## src/rtl/sisc_pkg.sv

```systemverilog
// rtl/sisc_pkg.sv - shared opcodes, state encoding, alu_op codes and stat bit indices for the SISC sequencer
package sisc_pkg;

  localparam logic [3:0] OP_NOP     = 4'h0;
  localparam logic [3:0] OP_ALU_RR  = 4'h1;
  localparam logic [3:0] OP_ALU_IMM = 4'h2;
  localparam logic [3:0] OP_BRA     = 4'h3;
  localparam logic [3:0] OP_BRR     = 4'h4;
  localparam logic [3:0] OP_BNE     = 4'h5;
  localparam logic [3:0] OP_BNR     = 4'h6;
  localparam logic [3:0] OP_LOD     = 4'h8;
  localparam logic [3:0] OP_STR     = 4'h9;
  localparam logic [3:0] OP_HLT     = 4'hF;

  localparam logic [1:0] ALU_RR   = 2'b00;
  localparam logic [1:0] ALU_IMM  = 2'b01;
  localparam logic [1:0] ALU_ADDR = 2'b10;

  // stat = {C,V,N,Z}
  localparam int STAT_Z = 0;
  localparam int STAT_N = 1;
  localparam int STAT_V = 2;
  localparam int STAT_C = 3;

  typedef enum logic [2:0] {
    ST_START,
    ST_FETCH,
    ST_DECODE,
    ST_EXECUTE,
    ST_MEM,
    ST_WRITEBACK,
    ST_HALT
  } state_t;

  function automatic logic op_legal(input logic [3:0] op);
    case (op)
      OP_NOP, OP_ALU_RR, OP_ALU_IMM, OP_BRA, OP_BRR, OP_BNE, OP_BNR,
      OP_LOD, OP_STR, OP_HLT: return 1'b1;
      default:                return 1'b0;
    endcase
  endfunction

endpackage

```

## src/rtl/sisc_br_cond.sv

```systemverilog
// rtl/sisc_br_cond.sv - combinational branch taken/not-taken decision
// Ports:
//   opcode  in  4  current instruction opcode
//   mm      in  4  branch mask, aligned with stat
//   stat    in  4  status flags {C,V,N,Z}
//   taken   out 1  branch is taken (0 for non-branch opcodes)
module sisc_br_cond
  import sisc_pkg::*;
(
  input  logic [3:0] opcode,
  input  logic [3:0] mm,
  input  logic [3:0] stat,
  output logic       taken
);

  logic hit;

  // Any flag selected by the mask is set.
  assign hit = (mm[STAT_C] & stat[STAT_C]) | (mm[STAT_V] & stat[STAT_V]) |
               (mm[STAT_N] & stat[STAT_N]) | (mm[STAT_Z] & stat[STAT_Z]);

  always_comb begin
    taken = 1'b0;
    case (opcode)
      OP_BRA, OP_BRR: taken = (mm == 4'h0) | hit;
      OP_BNE, OP_BNR: taken = ~hit;
      default:        taken = 1'b0;
    endcase
  end

endmodule

```

## src/rtl/sisc_mc_ctrl.sv

```systemverilog
// rtl/sisc_mc_ctrl.sv - multi-cycle FETCH/DECODE/EXECUTE/MEM/WRITEBACK sequencer for the SISC datapath
// Optional build macro: SISC_ILLEGAL_TRAP_EN (adds the illegal output; undefined opcodes halt).
// Ports:
//   clk, rst_f                      clock, asynchronous active-low reset
//   opcode, mm, stat                IR[31:28], IR[27:24], status {C,V,N,Z}
//   imem_ready, dmem_ready          memory handshakes
//   pc_rst, pc_write, pc_sel, br_sel  PC control
//   ir_load, imem_req               instruction fetch
//   dmem_req, dmem_we               data memory access
//   rf_we, wb_sel, rb_sel           register file control
//   alu_op, stat_en                 ALU function select, status update
//   halted (, illegal)              halt indication
module sisc_mc_ctrl
  import sisc_pkg::*;
#(
  parameter int RESET_HOLD = 1
) (
  input  logic       clk,
  input  logic       rst_f,
  input  logic [3:0] opcode,
  input  logic [3:0] mm,
  input  logic [3:0] stat,
  input  logic       imem_ready,
  input  logic       dmem_ready,
`ifdef SISC_ILLEGAL_TRAP_EN
  output logic       illegal,
`endif
  output logic       pc_rst,
  output logic       pc_write,
  output logic       pc_sel,
  output logic       br_sel,
  output logic       ir_load,
  output logic       imem_req,
  output logic       dmem_req,
  output logic       dmem_we,
  output logic       rf_we,
  output logic       wb_sel,
  output logic       rb_sel,
  output logic [1:0] alu_op,
  output logic       stat_en,
  output logic       halted
);

  localparam logic [3:0] HOLD_LAST = 4'(RESET_HOLD - 1);

  state_t     state, state_nxt;
  logic [3:0] hold_cnt, hold_nxt;
  logic       br_taken;

  sisc_br_cond u_br_cond (
    .opcode (opcode),
    .mm     (mm),
    .stat   (stat),
    .taken  (br_taken)
  );

  always_ff @(posedge clk or negedge rst_f) begin
    if (!rst_f) begin
      state    <= ST_START;
      hold_cnt <= 4'h0;
    end else begin
      state    <= state_nxt;
      hold_cnt <= hold_nxt;
    end
  end

`ifdef SISC_ILLEGAL_TRAP_EN
  logic illegal_q;

  // Sticky until reset: HALT is only left through reset anyway.
  always_ff @(posedge clk or negedge rst_f) begin
    if (!rst_f) begin
      illegal_q <= 1'b0;
    end else if (state == ST_DECODE && !op_legal(opcode)) begin
      illegal_q <= 1'b1;
    end
  end

  assign illegal = illegal_q;
`endif

  always_comb begin
    state_nxt = state;
    hold_nxt  = hold_cnt;
    pc_rst    = 1'b0;
    pc_write  = 1'b0;
    pc_sel    = 1'b0;
    br_sel    = 1'b0;
    ir_load   = 1'b0;
    imem_req  = 1'b0;
    dmem_req  = 1'b0;
    dmem_we   = 1'b0;
    rf_we     = 1'b0;
    wb_sel    = 1'b0;
    rb_sel    = 1'b0;
    alu_op    = ALU_RR;
    stat_en   = 1'b0;
    halted    = 1'b0;

    case (state)
      ST_START: begin
        pc_rst = 1'b1;
        if (hold_cnt == HOLD_LAST) begin
          state_nxt = ST_FETCH;
        end else begin
          hold_nxt = hold_cnt + 4'h1;
        end
      end

      ST_FETCH: begin
        imem_req = 1'b1;
        if (imem_ready) begin
          ir_load   = 1'b1;
          pc_write  = 1'b1;
          state_nxt = ST_DECODE;
        end
      end

      ST_DECODE: begin
        case (opcode)
          OP_BRA, OP_BRR, OP_BNE, OP_BNR: begin
            if (br_taken) begin
              pc_write = 1'b1;
              pc_sel   = 1'b1;
              br_sel   = (opcode == OP_BRR) || (opcode == OP_BNR);
            end
            state_nxt = ST_FETCH;
          end
          OP_HLT:                                 state_nxt = ST_HALT;
          OP_ALU_RR, OP_ALU_IMM, OP_LOD, OP_STR:  state_nxt = ST_EXECUTE;
          default: begin
            state_nxt = ST_FETCH;
`ifdef SISC_ILLEGAL_TRAP_EN
            if (!op_legal(opcode)) state_nxt = ST_HALT;
`endif
          end
        endcase
      end

      ST_EXECUTE: begin
        case (opcode)
          OP_ALU_RR: begin
            alu_op    = ALU_RR;
            stat_en   = 1'b1;
            state_nxt = ST_WRITEBACK;
          end
          OP_ALU_IMM: begin
            alu_op    = ALU_IMM;
            stat_en   = 1'b1;
            state_nxt = ST_WRITEBACK;
          end
          OP_LOD: begin
            alu_op    = ALU_ADDR;
            state_nxt = ST_MEM;
          end
          OP_STR: begin
            alu_op    = ALU_ADDR;
            rb_sel    = 1'b1;
            state_nxt = ST_MEM;
          end
          default: state_nxt = ST_FETCH;
        endcase
      end

      ST_MEM: begin
        dmem_req = 1'b1;
        alu_op   = ALU_ADDR;
        dmem_we  = (opcode == OP_STR);
        rb_sel   = (opcode == OP_STR);
        if (dmem_ready) begin
          state_nxt = (opcode == OP_STR) ? ST_FETCH : ST_WRITEBACK;
        end
      end

      ST_WRITEBACK: begin
        rf_we  = 1'b1;
        wb_sel = (opcode == OP_LOD);
        // Keep the ALU function stable so the write data does not glitch.
        case (opcode)
          OP_ALU_IMM: alu_op = ALU_IMM;
          OP_LOD:     alu_op = ALU_ADDR;
          default:    alu_op = ALU_RR;
        endcase
        state_nxt = ST_FETCH;
      end

      ST_HALT: halted = 1'b1;

      default: state_nxt = ST_START;
    endcase
  end

endmodule
```

## config.mk

```make
export PLATFORM = sky130hd
export DESIGN_NAME = sisc_mc_ctrl
export DESIGN_NICKNAME = d
export VERILOG_FILES = /design/src/rtl/sisc_pkg.sv /design/src/rtl/sisc_br_cond.sv /design/src/rtl/sisc_mc_ctrl.sv
export SDC_FILE = /design/constraint.sdc
export NUM_CORES = 1
export LEC_CHECK = 0
export CAP_MARGIN = 0
export CELL_PAD_IN_SITES_DETAIL_PLACEMENT = 1
export CELL_PAD_IN_SITES_GLOBAL_PLACEMENT = 2
export CORE_ASPECT_RATIO = 1.5
export CORE_UTILIZATION = 25
export CTS_BUF_LIST = sky130_fd_sc_hd__clkbuf_4 sky130_fd_sc_hd__clkbuf_8
export DETAILED_ROUTE_END_ITERATION = 6
export GPL_TIMING_DRIVEN = 0
export PLACE_DENSITY_LB_ADDON = 0.1
export SLEW_MARGIN = 40
export SYNTH_ARGS = -nofsm -noshare
export SYNTH_HDL_FRONTEND = slang
export SYNTH_HIERARCHICAL = 1
export SYNTH_SLANG_ARGS = --single-unit
```

## constraint.sdc

```tcl
create_clock -name clk -period 4.24 [get_ports clk]
set_input_delay 1.06 -clock clk [delete_from_list [all_inputs] [get_ports clk]]
set_output_delay 1.06 -clock clk [all_outputs]
set_load 0.02 [all_outputs]
```

==> results_dict.tcl <==
set metrics [dict create \
    status "finished, final reports clean" \
    met1_usage 0.164 \
    drv_cap 0 \
    routedWlPerCell_um 13.1 \
    min-delay-start "hold_cnt[3]" \
    cp.required_ns 3.18 \
    die_w_um 45.9 \
    fill_cells 337 \
    groute.layer.met2.usage 0.303 \
    cp-start-kind "input port" \
    hold_viol 0 \
    critical_path_class "input port to output port" \
    p_int_uw 258 \
    critPathMostFrequentCell "clkdlybuf4s50_1" \
    finClkSkew_ns 0.00168 \
    synthSimpleGateAreaFrac 0.312 \
    final_util 0.413 \
    p_leak_uw 0.000455 \
    worstPathMaxFanout 8 \
    synth.area.top_cells "dfrtp_1 24%, xnor2_1 6.1%, nor2_1 4.7%, nand2_1 3.6%, a31oi_1 3.5%" \
    clockBufferDepth 2 \
    cp_top_family "buffers and inverters" \
    drc 0 \
    cts_setup_buffers 0 \
    synth-async-reset-ratio 1.00 \
    antenna_found_initial 0 \
    hpwl_mm 1.73 \
    worstRegToRegCells 5 \
    rrSetupSlack_ns 2.92 \
    synthTopCellsByCount "9 x nor2_1, 7 x dfrtp_1, 7 x nand2_1, 6 x inv_1" \
    synth.yosys.seq_area_share 0.243 \
    synthCells 88 \
    worst-path-buf-inv 3 \
    die_y_um 67.8 \
    rsz0062_at_grt "false" \
    vias_per_cell 4.84 \
    synth_edf_count 0 \
    place_congestion 0.717 \
    whs_path_depth 1 \
    synth_compound_area_frac 0.229 \
    synth_area_um2 722 \
    synth_most_common_cell "nor2_1" \
    p_per_area_nw_per_um2 378 \
    dp_slack_ns -0.0772 \
    insertion_delay_ns 0.23 \
    yosys.cell_types.count 38 \
    dieArea_um2 3110 \
    peakVddDrop_uv 116 \
    cts_tree "yes" \
    min_path_type "flop to flop" \
    synth-adder-area-share 0.0347 \
    final_area_um2 1120 \
    ant_nets 0 \
    diodes 0 \
    vias 769 \
    placement.io_buffers 30 \
    layout_min_cycle_time_ns 4.08 \
    finalWorstSetupSlack_ns 0.165 \
    period_share 0.961 \
    wirelength_mm 2.08 \
    relSlewSlack 0.776 \
    firstDrtPassIters 4 \
    endpoint_kind "output port" \
    slew_viol_final 0 \
    drive_gt1_frac 0.148 \
    avgSynthCellArea_um2 8.20 \
    grt_overflow 0 \
    setup_viol 0 \
    initial_utilization 0.267 \
    dpl_cell_area_um2 1070 \
    synth.top_cell.area_share 0.243 \
    switching_share 0.389 \
    area_growth_pct 54.8 \
    nNetsFinal 141 \
    ys.flop_type "dfrtp_1" \
    grt_pass1_vias 852 \
    syn_nets 106 \
    io_pins 31 \
    tightest_slew_ns 0.334 \
    critPathMaxStageDelay_ns 0.62 \
    synth_top_family_by_area "simple AND/OR/NAND/NOR gates" \
    p_seq_frac 0.213 \
    p_sw_uw 164 \
    grt_busiest_layer "met2" \
    finalPower_uw 422 \
    yosys.area.top_type "dfrtp_1" \
    power_frac_clock 0.239 \
    row_count 23 \
    muxShareOfSynthArea 0 \
    synth-seq-cells 7 \
    reg2reg_to "hold_cnt[2]" \
    grt_pass1_wl_mm 3.70 \
    cts_root_buffer "clkbuf_8" \
    max_freq_ghz 0.245 \
    clock_sinks 7 \
    setup.worst_path.start "opcode[1]" \
    track_usage 0.159 \
    drtIter0Drc 8 \
    crit_chain "clkdlybuf4s50_1 > buf_4 > nor2_1 > nand2_1 > o21ai_0 > o2bb2ai_1 > clkdlybuf4s50_1" \
    min_to "hold_cnt[3]" \
    worst_ep_arrival_time_ns 3.02 \
    yosysWarnings 6 \
    core_area_um2 2710 \
    cts_max_level 1 \
    clk_pin_slew_ns 0.04 \
    combinationalPowerShare 0.548 \
    rr_startpoint "state[1]" \
    critPathSlowestCell "clkdlybuf4s50_1" \
    grt_max_degree 11 \
    use_met3 0.0185 \
    cts_made_buffers 3 \
    synth_xor_area_frac 0.0849 \
]
-- through the flow --
| stage | hold WS, ns | cells | TNS (ns) |
|---|---|---|---|
| detailed placement | 0.484 | 155 | -0.0973 |
| CTS | 0.494 | 159 | 0 |
| global placement | 0.471 | 155 | -0.0320 |
| global route | 0.521 | 159 | 0 |
| finish | 0.488 | 159 | 0 |
| floorplan | 0.446 | 88 | 0 |
-- timing repair --
item	CTS	global route
pin swaps	0	0
hold buffers	0	0
endpoints found under the setup margin	2	1
resized for setup	2	1
hold endpoints to repair	0	0
-- layer usage --
layer / up-vias / part of all wire
met1: 371 / 0.39
met5: - / 0
met3: 4 / 0.035
met4: 0 / 0.014
li1: 380 / -
met2: 14 / 0.56
-- layout by cell type (no fill, tap or decap), types with 2 or more instances in the layout --
cell / n
a21oi_1: 2
a22oi_1: 2
a31oi_1: 4
and3_1: 2
buf_2: 2
buf_4: 2
buf_6: 2
clkbuf_8: 3
clkdlybuf4s50_1: 27
dfrtp_1: 7
dlygate4sd2_1: 2
ha_1: 2
inv_1: 6
nand2_1: 7
nand3_1: 3
nand3b_1: 2
nor2_1: 9
nor3_1: 2
nor3b_1: 3
o21ai_0: 5
xnor2_1: 5
xor2_1: 2
-- state kept, by name, indices dropped and copies added, names as in the netlist --
signal / cells
hold_cnt: 4
state: 3
-- how the worst max path moves through the flow --
stage	endpoint	slack, ns	cells after the start
floorplan	br_sel	0.78	5
global placement	br_sel	-0.03	7
detailed placement	br_sel	-0.08	7
CTS	pc_sel	0.03	7
global route	alu_op[1]	0.04	7
finish	alu_op[1]	0.16	7
-- final cells by class --
| type | instances | area (um2) | share of cell area |
|---|---|---|---|
| flip-flops and latches | 7 | 175 | 0.157 |
| inverters | 6 | 22.5 | 0.0202 |
| plain buffers | 6 | 47.5 | 0.0426 |
| multi-input cells | 69 | 477 | 0.427 |
| repair buffers | 30 | 300 | 0.269 |
| clock buffers | 4 | 48.8 | 0.0437 |
| well taps | 37 | 46.3 | 0.0414 |
-- logic make-up (layout without fill, tap and decap cells) --
family,count (synthesis),after routing
and+or+nand+nor,39,39
buffers and inverters,12,46
adders and majority gates,2,2
xor gates and xnor gates,7,7
DFF,7,7
AOI/OAI and AO/OA,21,21
-- power by group through the flow --
stage                     logic, uW  registers [uW]  clock network [uW]
after CTS                       235            90.4                 104
after detailed placement        237            90.8                   0
final                           232            89.9                 101
after global placement          237            90.1                   0
after global routing            252            91.8                 108
after floorplan                 149            88.0                   0
(Power assumes the default switching activity.)
